--- src/rtl/regfile_write_arbiter.sv ---
// Two-requester (ALU, load) register-file write arbiter with one holding entry per source.
// Optional build macro RFARB_ZERO_DROP_EN: accepted writes to register 0 are silently dropped.
module regfile_write_arbiter (
  input  logic        clk,
  input  logic        rst,
  input  logic        aluValid,
  input  logic [4:0]  aluAddr,
  input  logic [31:0] aluData,
  output logic        aluReady,
  input  logic        memValid,
  input  logic [4:0]  memAddr,
  input  logic [31:0] memData,
  output logic        memReady,
  output logic        writeEnable,
  output logic [4:0]  writeAddr,
  output logic [31:0] writeData,
  output logic        busy,
  output logic [7:0]  stallCount
);

  localparam int unsigned AW = 5;
  localparam int unsigned DW = 32;
  localparam int unsigned CW = 8;
  localparam logic [CW-1:0] STALL_MAX = '1;

  typedef enum logic {SRC_ALU = 1'b0, SRC_MEM = 1'b1} src_e;

  typedef struct packed {
    logic          full;
    logic [AW-1:0] addr;
    logic [DW-1:0] data;
  } entry_t;

  entry_t        ha_q, ha_d, hm_q, hm_d;
  src_e          last_grant_q, last_grant_d;
  logic          mem_older_q, mem_older_d;
  logic          we_q, we_d;
  logic [AW-1:0] waddr_q, waddr_d;
  logic [DW-1:0] wdata_q, wdata_d;
  logic [CW-1:0] stall_q, stall_d;

  logic grant_a_c, grant_m_c;
  logic accept_a_c, accept_m_c;
  logic load_a_c, load_m_c;

  // Grant: single full entry wins; same-address pair goes to the older; else round-robin.
  always_comb begin
    grant_a_c = 1'b0;
    grant_m_c = 1'b0;
    if (ha_q.full && hm_q.full) begin
      if (ha_q.addr == hm_q.addr) begin
        if (mem_older_q) grant_m_c = 1'b1;
        else             grant_a_c = 1'b1;
      end else if (last_grant_q == SRC_MEM) begin
        grant_a_c = 1'b1;
      end else begin
        grant_m_c = 1'b1;
      end
    end else begin
      grant_a_c = ha_q.full;
      grant_m_c = hm_q.full;
    end
  end

  assign aluReady   = ~rst & (~ha_q.full | grant_a_c);
  assign memReady   = ~rst & (~hm_q.full | grant_m_c);
  assign accept_a_c = aluValid & aluReady;
  assign accept_m_c = memValid & memReady;

`ifdef RFARB_ZERO_DROP_EN
  assign load_a_c = accept_a_c & (aluAddr != '0);
  assign load_m_c = accept_m_c & (memAddr != '0);
`else
  assign load_a_c = accept_a_c;
  assign load_m_c = accept_m_c;
`endif

  always_comb begin
    ha_d         = ha_q;
    hm_d         = hm_q;
    last_grant_d = last_grant_q;
    mem_older_d  = mem_older_q;
    we_d         = grant_a_c | grant_m_c;
    waddr_d      = waddr_q;
    wdata_d      = wdata_q;
    stall_d      = stall_q;

    if (grant_a_c) begin
      ha_d.full    = 1'b0;
      waddr_d      = ha_q.addr;
      wdata_d      = ha_q.data;
      last_grant_d = SRC_ALU;
    end else if (grant_m_c) begin
      hm_d.full    = 1'b0;
      waddr_d      = hm_q.addr;
      wdata_d      = hm_q.data;
      last_grant_d = SRC_MEM;
    end

    if (load_a_c) ha_d = '{full: 1'b1, addr: aluAddr, data: aluData};
    if (load_m_c) hm_d = '{full: 1'b1, addr: memAddr, data: memData};

    // The entry loaded later is the younger; a simultaneous load makes MEM the older.
    if (load_a_c)      mem_older_d = 1'b1;
    else if (load_m_c) mem_older_d = 1'b0;

    // Both full means exactly one is left waiting this edge.
    if (ha_q.full && hm_q.full && (stall_q != STALL_MAX))
      stall_d = stall_q + CW'(1);
  end

  always_ff @(posedge clk) begin
    if (rst) begin
      ha_q         <= '0;
      hm_q         <= '0;
      last_grant_q <= SRC_MEM;
      mem_older_q  <= 1'b0;
      we_q         <= 1'b0;
      waddr_q      <= '0;
      wdata_q      <= '0;
      stall_q      <= '0;
    end else begin
      ha_q         <= ha_d;
      hm_q         <= hm_d;
      last_grant_q <= last_grant_d;
      mem_older_q  <= mem_older_d;
      we_q         <= we_d;
      waddr_q      <= waddr_d;
      wdata_q      <= wdata_d;
      stall_q      <= stall_d;
    end
  end

  assign writeEnable = we_q;
  assign writeAddr   = waddr_q;
  assign writeData   = wdata_q;
  assign busy        = ha_q.full | hm_q.full;
  assign stallCount  = stall_q;

endmodule

--- config.mk ---
export PLATFORM = sky130hd
export DESIGN_NAME = regfile_write_arbiter
export DESIGN_NICKNAME = d
export VERILOG_FILES = /design/src/rtl/regfile_write_arbiter.sv
export SDC_FILE = /design/constraint.sdc
export NUM_CORES = 1
export LEC_CHECK = 0
export CAP_MARGIN = 15
export CORE_MARGIN = 1
export CORE_UTILIZATION = 55
export CTS_BUF_LIST = sky130_fd_sc_hd__clkbuf_2 sky130_fd_sc_hd__clkbuf_4 sky130_fd_sc_hd__clkbuf_8
export CTS_CLUSTER_DIAMETER = 120
export DETAILED_ROUTE_END_ITERATION = 8
export PLACE_DENSITY = 0.87
export SLEW_MARGIN = 15
export SYNTH_ARGS = -nofsm -noshare
export SYNTH_HDL_FRONTEND = slang
export SYNTH_SLANG_ARGS = --single-unit
--- constraint.sdc ---
create_clock -name clk -period 5.2 [get_ports clk]
set_input_delay 1.04 -clock clk [delete_from_list [all_inputs] [get_ports clk]]
set_output_delay 1.04 -clock clk [all_outputs]
set_load 0.02 [all_outputs]
==> results of run 1 <==
-- cells in the mapped netlist, types with 2 or more instances --
library cell,number,area share [%]
sky130_fd_sc_hd__a21oi_1,80,7.6
sky130_fd_sc_hd__a221oi_1,6,1.0
sky130_fd_sc_hd__a311o_1,31,5.9
sky130_fd_sc_hd__and2_1,3,0.36
sky130_fd_sc_hd__and3_1,33,3.9
sky130_fd_sc_hd__buf_2,8,0.76
sky130_fd_sc_hd__buf_6,8,1.7
sky130_fd_sc_hd__clkbuf_1,38,2.7
sky130_fd_sc_hd__dfxtp_1,124,47
sky130_fd_sc_hd__inv_1,8,0.57
sky130_fd_sc_hd__mux2i_1,39,7.4
sky130_fd_sc_hd__nand2_1,37,2.6
sky130_fd_sc_hd__nand3_1,41,3.9
sky130_fd_sc_hd__nor2_1,52,3.7
sky130_fd_sc_hd__nor3_1,4,0.38
sky130_fd_sc_hd__o211ai_1,2,0.29
sky130_fd_sc_hd__o21ai_0,41,3.9
sky130_fd_sc_hd__o22ai_1,4,0.48
sky130_fd_sc_hd__or3_1,4,0.48
sky130_fd_sc_hd__xnor2_1,10,1.7
sky130_fd_sc_hd__xor2_1,3,0.50
-- worst max-delay path, delay by kind of cell, from the launching register on --
family,cells,cell delay (ns)
XOR/XNOR,1,0.26
AND/OR/NAND/NOR,3,0.93
AO/OA/AOI/OAI,1,0.25
flip-flops,1,0.35
buffers and inverters,1,0.53
-- where the power goes --
group / internal (W) / switching [W] / total [W]
Combinational: 0.000146 / 0.000159 / 0.000305
Sequential: 0.00100 / 0.0000336 / 0.00104
Clock: 0.000366 / 0.000371 / 0.000737
-- registers in the layout, summed over array words and instances, names as in the netlist --
name          flops
writeAddr         5
ha_q             38
mem_older_q       1
hm_q             38
stallCount        8
writeData        32
last_grant_q      1
writeEnable       1
-- placed cells by master (no fill, tap or decap), types with 4 or more instances in the layout --
| cell | instances |
|---|---|
| sky130_fd_sc_hd__clkinv_2 | 7 |
| sky130_fd_sc_hd__nor2_1 | 50 |
| sky130_fd_sc_hd__xnor2_1 | 10 |
| sky130_fd_sc_hd__o22ai_1 | 4 |
| sky130_fd_sc_hd__dfxtp_1 | 124 |
| sky130_fd_sc_hd__a21oi_1 | 79 |
| sky130_fd_sc_hd__nand2_1 | 37 |
| sky130_fd_sc_hd__or3_1 | 4 |
| sky130_fd_sc_hd__inv_1 | 7 |
| sky130_fd_sc_hd__o21ai_0 | 41 |
| sky130_fd_sc_hd__nand3_1 | 41 |
| sky130_fd_sc_hd__a311o_1 | 31 |
| sky130_fd_sc_hd__clkdlybuf4s50_1 | 125 |
| sky130_fd_sc_hd__and3_1 | 33 |
| sky130_fd_sc_hd__nor3_1 | 4 |
| sky130_fd_sc_hd__clkbuf_8 | 17 |
| sky130_fd_sc_hd__a221oi_1 | 6 |
| sky130_fd_sc_hd__mux2i_1 | 38 |
| sky130_fd_sc_hd__buf_4 | 7 |
-- final cells by class --
type                            instances  area, µm²
Clock buffer                           17      234.0
Clock inverter                         13      105.1
Fill cell                             669       2397
Inverter                                8      30.03
Multi-Input combinational cell        405       2515
Sequential cell                       124       2482
Tap cell                              129      161.4
Timing Repair Buffer                  133       1315
-- per-stage QoR --
step           total power, W  utilization [%]  std cells
2_1_floorplan        0.001232                -        592
3_3_place_gp         0.001348            70.21        798
3_5_place_dp         0.001358            70.21        798
4_1_cts              0.002086            73.88        828
5_1_grt              0.002160            74.06        829
6_report             0.002078            74.06        829
-- worst min-delay path by stage --
stage / startpoint / to / depth (start not counted)
detailed placement: ha_q[30] / ha_q[30] / 2
global route: ha_q[9] / ha_q[9] / 2
finish: ha_q[10] / ha_q[10] / 2
global placement: ha_q[0] / ha_q[0] / 2
floorplan: ha_q[31] / ha_q[31] / 2
CTS: ha_q[17] / ha_q[17] / 2
-- kinds of logic after synthesis --
kind of cell               after synthesis  synth area share (%)
AOI/OAI and AO/OA                      170                 20.34
muxes                                   41                 8.054
and+or+nand+nor                        180                 16.18
buffers and inverters                   63                 5.892
DFF                                    124                 47.14
xor gates and xnor gates                13                 2.162
adders and majority gates                1                0.2375
-- per-layer routing --
layer  vias up  part of all wire [%]  global-route usage [%]
li1       2323                     -                       -
met1      2253                    42                   33.73
met2       196                    49                   51.51
met3        27                   7.3                   6.616
met4         0                   2.0                   12.33
met5         -                     0                       0
==> reports/qor.tcl, run 1 <==
set qor(cts_tree) {yes}
set qor(final_period_minus_worst_setup_slack_ns) 3.801
set qor(finalSetupViolCount) 0
set qor(fin_area_um2) 6843
set qor(timing.reg2reg.worst_path_depth) 5
set qor(timing.critical_path.arrival_ns) 2.76
set qor(rows) 35
set qor(power_density_nw_per_um2) 303.6
set qor(placement.io_buffers) 126
set qor(synth_edf_count) 0
set qor(cellLeakagePower_nw) 2.688
set qor(synth_async_sr_flop_share_pct) 0
set qor(gr-total-overflow) 0
set qor(worst_slack_ns) 1.399
set qor(antenna-diode-count) 0
set qor(r2r_setup_slack_ns) 2.34
set qor(post_cts.repair.setup_buffers) 0
set qor(floorplan.core_area_um2) 9240
set qor(dp_worst_setup_slack_ns) 1.690
set qor(die_w_um) 99.85
set qor(regToRegStartpoint) {hm_q[32]}
set qor(final-hold-violation-count) 0
set qor(average_cell_area_after_synthesis_um2) 8.896
set qor(vias_in_the_first_global_route) 4766
set qor(synth_seq_area_share_pct) 47.14
set qor(worst_setup_path_startpoint) {hm_q[34]}
set qor(critical_path.endpoint) {aluReady}
set qor(post-route-drc-count) 0
set qor(synth_ff_type) {sky130_fd_sc_hd__dfxtp_1}
set qor(final_nets) 768
set qor(fin_worst_skew_ns) 0.01349
set qor(timing.critical_path.to_type) {output pin}
set qor(worst_pin_slew_ns) 1.138
set qor(hold_class) {reg2reg}
set qor(synth_fp_nets) 671
set qor(cts-hold-fix-buffers) 0
set qor(drt_first_pass_iters) 7
set qor(final_total_negative_setup_slack_ns) 0
set qor(io-pin-count) 127
set qor(synth.yosys.warnings) 0
set qor(postCtsResizedCells) 0
set qor(detailedPlacementHpwl_mm) 8.974
set qor(clockRootBuffer) {sky130_fd_sc_hd__clkbuf_8}
set qor(syn-instance-count) 592
set qor(postRouteWirelength_mm) 14.02
set qor(htree_num_levels) 4
set qor(max_stage_delay_ns) 0.53
set qor(clock_latency_ns) 0.43
set qor(rsz0062_at_grt) {false}
set qor(areaGrowthSynthToFinish_pct) 29.94
set qor(minimum_hold_slack_ns) 0.4804
set qor(yosys_register_bits) 124
set qor(global_route_wire_length_before_repair_mm) 22.66
set qor(timing.critical_path.from_type) {flop}
set qor(grt.total_usage_pct) 29.08
set qor(cts.reportedPaths.clkPinSlew_ns) 0.07
set qor(reg2reg_to) {writeData[15]}
set qor(drt.antenna.violating_nets) 0
set qor(detailedRoute.firstIterationViolations) 252
set qor(critPathMaxFanout) 9
set qor(max_cap_viol_count) 0
set qor(timing.final.crit_share_pct) 73.10
set qor(dr_total_vias) 4799
set qor(max_clock_freq_mhz) 263.1
set qor(dr_wl_cell_um) 16.91
set qor(grt_max_degree) 93
set qor(max-slew-margin-rel_pct) 24.13
set qor(synth_cell_type_count) 37
set qor(antenna_found_initial) 0
set qor(clockBufferDepth) 2
set qor(worst_path_max_delay_cell) {sky130_fd_sc_hd__clkdlybuf4s50_1}
set qor(routed_via_density) 5.789
set qor(gp_congestion) 0.8473
set qor(drive_above_1_share_pct) 6.714
set qor(final-max-slew-violation-count) 0
set qor(clock_sinks) 124
set qor(worstPathCellList) {xnor2_1 -> nand2_1 -> o21a_1 -> or3_1 -> and2_1 -> clkdlybuf4s50_1}
set qor(vdd_drop_max_uv) 241.3
set qor(chipHeight_um) 99.85
set qor(required_ns) 4.16
set qor(placed_cell_area_um2) 6487
set qor(cts-buffers-inserted) 17
set qor(initial_utilization_pct) 56.99
set qor(die-area_um2) 9970
set qor(post_synth_instance_area_um2) 5266
set qor(crit_path_kind) {reg2out}
set qor(run_status) {completed}
Power figures use the tool's default switching activity.
==> inputs of run 2 (changes only) <==
--- a/config.mk
+++ b/config.mk
@@ -7,11 +7,11 @@
 export LEC_CHECK = 0
 export CAP_MARGIN = 15
 export CORE_MARGIN = 1
-export CORE_UTILIZATION = 55
+export CORE_UTILIZATION = 51
 export CTS_BUF_LIST = sky130_fd_sc_hd__clkbuf_2 sky130_fd_sc_hd__clkbuf_4 sky130_fd_sc_hd__clkbuf_8
 export CTS_CLUSTER_DIAMETER = 120
 export DETAILED_ROUTE_END_ITERATION = 8
-export PLACE_DENSITY = 0.87
+export PLACE_DENSITY = 0.82
 export SLEW_MARGIN = 15
 export SYNTH_ARGS = -nofsm -noshare
 export SYNTH_HDL_FRONTEND = slang
==> constraint.sdc (replaced) <==
create_clock -name clk -period 3.6 [get_ports clk]
set_input_delay 0.72 -clock clk [delete_from_list [all_inputs] [get_ports clk]]
set_output_delay 0.72 -clock clk [all_outputs]
set_load 0.02 [all_outputs]
==> run 2 against run 1 <==
Compared with the run above:
- clock power is 59% higher
- via count is 1.9% higher
- final area is 1.0% higher
- critical path type unchanged
- largest power group unchanged
==> reports/qor.tcl, run 2 (synthesized netlist as in run 1, its figures left out) <==
set qor(met2_length_mm) 7.114 ;# +3.3%
set qor(timing.critical_path.arrival_ns) 2.64 ;# -0.12 ns
set qor(critical_path.endpoint) {aluReady}
set qor(clockBufferDepth) 2 ;# unchanged
set qor(reg2reg_to) {ha_q[2]}
set qor(dr_total_vias) 4890 ;# +1.9%
set qor(vdd_drop_max_uv) 288.3 ;# +19%
set qor(io-pin-count) 127 ;# unchanged
set qor(timing.final.crit_share_pct) 93.35
set qor(most-common-layout-cells) {125 x sky130_fd_sc_hd__clkdlybuf4s50_1, 124 x sky130_fd_sc_hd__dfxtp_1, 79 x sky130_fd_sc_hd__a21oi_1, 50 x sky130_fd_sc_hd__nor2_1}
set qor(final_total_negative_setup_slack_ns) 0 ;# unchanged
set qor(regToRegStartpoint) {hm_q[37]}
set qor(dr_wl_cell_um) 17.24 ;# +1.9%
set qor(layout.cells.non_filler) 838 ;# +1.1%
set qor(design_power_total_w) 0.003111 ;# +50%
set qor(post_cts.repair.setup_buffers) 0 ;# unchanged
set qor(htree_num_levels) 4 ;# unchanged
set qor(final_period_minus_worst_setup_slack_ns) 3.361
set qor(fin_worst_skew_ns) 0.01356 ;# +0.00006650 ns
set qor(run_status) {completed}
set qor(worstPathCellList) {xnor2_1 -> nand2_1 -> o21a_1 -> or3_4 -> and2_1 -> clkdlybuf4s50_1}
set qor(required_ns) 2.88 ;# -1.28 ns
set qor(met3WireLength_mm) 1.094 ;# +6.4%
set qor(initial_utilization_pct) 53.14 ;# -3.8 points
set qor(timing.reg2reg.worst_path_depth) 5 ;# unchanged
set qor(drt_first_pass_iters) 5 ;# -2
set qor(post_route_m1_wl_mm) 6.020 ;# +3.3%
set qor(post-route-drc-count) 0 ;# unchanged
set qor(final-hold-violation-count) 0 ;# unchanged
set qor(power_density_nw_per_um2) 450.1 ;# +48%
set qor(global_route_wire_length_before_repair_mm) 23.84 ;# +5.2%
set qor(postRouteWirelength_mm) 14.45 ;# +3.1%
set qor(cts.reportedPaths.clkPinSlew_ns) 0.08 ;# about the same
set qor(hold_class) {reg2reg}
set qor(fillCellCount) 777 ;# +16%
set qor(final-max-slew-violation-count) 0 ;# unchanged
set qor(grt.total_usage_pct) 27.32 ;# -1.8 points
set qor(chipHeight_um) 103.6 ;# +3.8%
set qor(gp_congestion) 0.8514 ;# +0.48%
set qor(antenna-diode-count) 0 ;# unchanged
set qor(rsz0062_at_grt) {false}
set qor(rows) 36 ;# +2.9%
set qor(critPathMaxFanout) 9 ;# unchanged
set qor(timing.critical_path.to_type) {output pin}
set qor(max_cap_viol_count) 0 ;# unchanged
set qor(r2r_setup_slack_ns) 0.95 ;# -1.39 ns
set qor(worst_setup_path_startpoint) {hm_q[36]}
set qor(detailedPlacementHpwl_mm) 9.330 ;# +4.0%
set qor(finalSetupViolCount) 0 ;# unchanged
set qor(antenna_found_initial) 0 ;# unchanged
set qor(cts_tree) {yes}
set qor(timing.critical_path.from_type) {flop}
set qor(max_stage_delay_ns) 0.53 ;# about the same
set qor(worst_pin_slew_ns) 1.148 ;# +0.009511 ns
set qor(max_clock_freq_mhz) 297.6
set qor(final_nets) 771 ;# +0.39%
set qor(placement.io_buffers) 126 ;# unchanged
set qor(routed.top_layer) {met4}
set qor(drive_above_1_share_pct) 7.801 ;# +1.1 points
set qor(detailedRoute.firstIterationViolations) 280 ;# +11%
set qor(clockRootBuffer) {sky130_fd_sc_hd__clkbuf_8}
set qor(cellLeakagePower_nw) 2.719 ;# +1.2%
set qor(dp_cells) 806 ;# +1.0%
set qor(worst_path_max_delay_cell) {sky130_fd_sc_hd__clkdlybuf4s50_1}
set qor(areaGrowthSynthToFinish_pct) 31.24
set qor(leading_cell_type_in_the_layout_fill_and_taps_excluded) {sky130_fd_sc_hd__clkdlybuf4s50_1}
set qor(routed_via_density) 5.835 ;# +0.80%
set qor(die_w_um) 103.6 ;# +3.8%
set qor(cts-buffers-inserted) 17 ;# unchanged
set qor(drt.antenna.violating_nets) 0 ;# unchanged
set qor(crit_path_kind) {reg2out}
set qor(die-area_um2) 10740 ;# +7.7%
set qor(max-slew-margin-rel_pct) 23.50 ;# -0.63 points
set qor(clock_latency_ns) 0.43 ;# about the same
set qor(vias_in_the_first_global_route) 4856 ;# +1.9%
set qor(gr-total-overflow) 0 ;# unchanged
set qor(clock_sinks) 124 ;# unchanged
set qor(grt_max_degree) 94 ;# +1.1%
set qor(floorplan.core_area_um2) 9910 ;# +7.2%
## run 2: cell count changes in the layout (fill, tap and decap cells not counted), sizes merged
cell | previous run | this run
clkinv | 10 | 5
clkbuf | 17 | 18
buf | 8 | 11
inv | 7 | 13
## run 2: worst min path at each step
stage | slack [ns] | endpoint | from | cells after the start
finish | 0.48 | writeData[27] | ha_q[27] | 1
global route | 0.49 | writeData[27] | ha_q[27] | 1
CTS | 0.48 | ha_q[17] | ha_q[17] | 2
detailed placement | 0.47 | ha_q[27] | ha_q[27] | 2
global placement | 0.46 | ha_q[4] | ha_q[4] | 2
floorplan | 0.45 | ha_q[31] | ha_q[31] | 2
## run 2: power breakdown
part,internal (W),switching (W)
logic,0.000214,0.000234
clock network,0.000577,0.000591
registers,0.00145,0.0000492
## run 2: worst max-delay path, delay by kind of cell, from the launching register on
kind / cells / cell delay, ns
XOR/XNOR: 1 / 0.25
flip-flops: 1 / 0.36
AO/OA/AOI/OAI: 1 / 0.26
buffers and inverters: 1 / 0.53
AND/OR/NAND/NOR: 3 / 0.81
## run 2: stage by stage
step | utilization, % | setup slack (ns) | hold WS [ns] | instance area, µm²
floorplan | - | 1.297 | 0.4506 | 5266
finish | 69.75 | 0.2394 | 0.4780 | 6912
CTS | 69.68 | 0.1155 | 0.4803 | 6905
global placement | 65.82 | 0.6317 | 0.4618 | 6523
detailed placement | 65.82 | 0.5920 | 0.4682 | 6523
global route | 69.75 | 0.1376 | 0.4902 | 6912
## run 2: metal layers
metal	up-vias	GRT usage [%]
li1	2333	-
met1	2319	33.60
met2	217	46.21
met3	21	6.545
met4	0	10.25
met5	-	0
## run 2: repair_timing
action,4_1_cts,5_1_grt
hold endpoints to repair,0,0
endpoints found under the setup margin,0,1
gates resized for setup,0,1
hold buffers,0,0
## run 2: cell type report
cell class,instances,area (µm²),area share (%)
Multi-Input combinational cell,405,2516,36.40
Sequential cell,124,2482,35.92
Timing Repair Buffer,136,1334,19.30
Clock buffer,18,247.7,3.584
Tap cell,133,166.4,2.408
Clock inverter,14,135.1,1.955
Inverter,8,30.03,0.4345
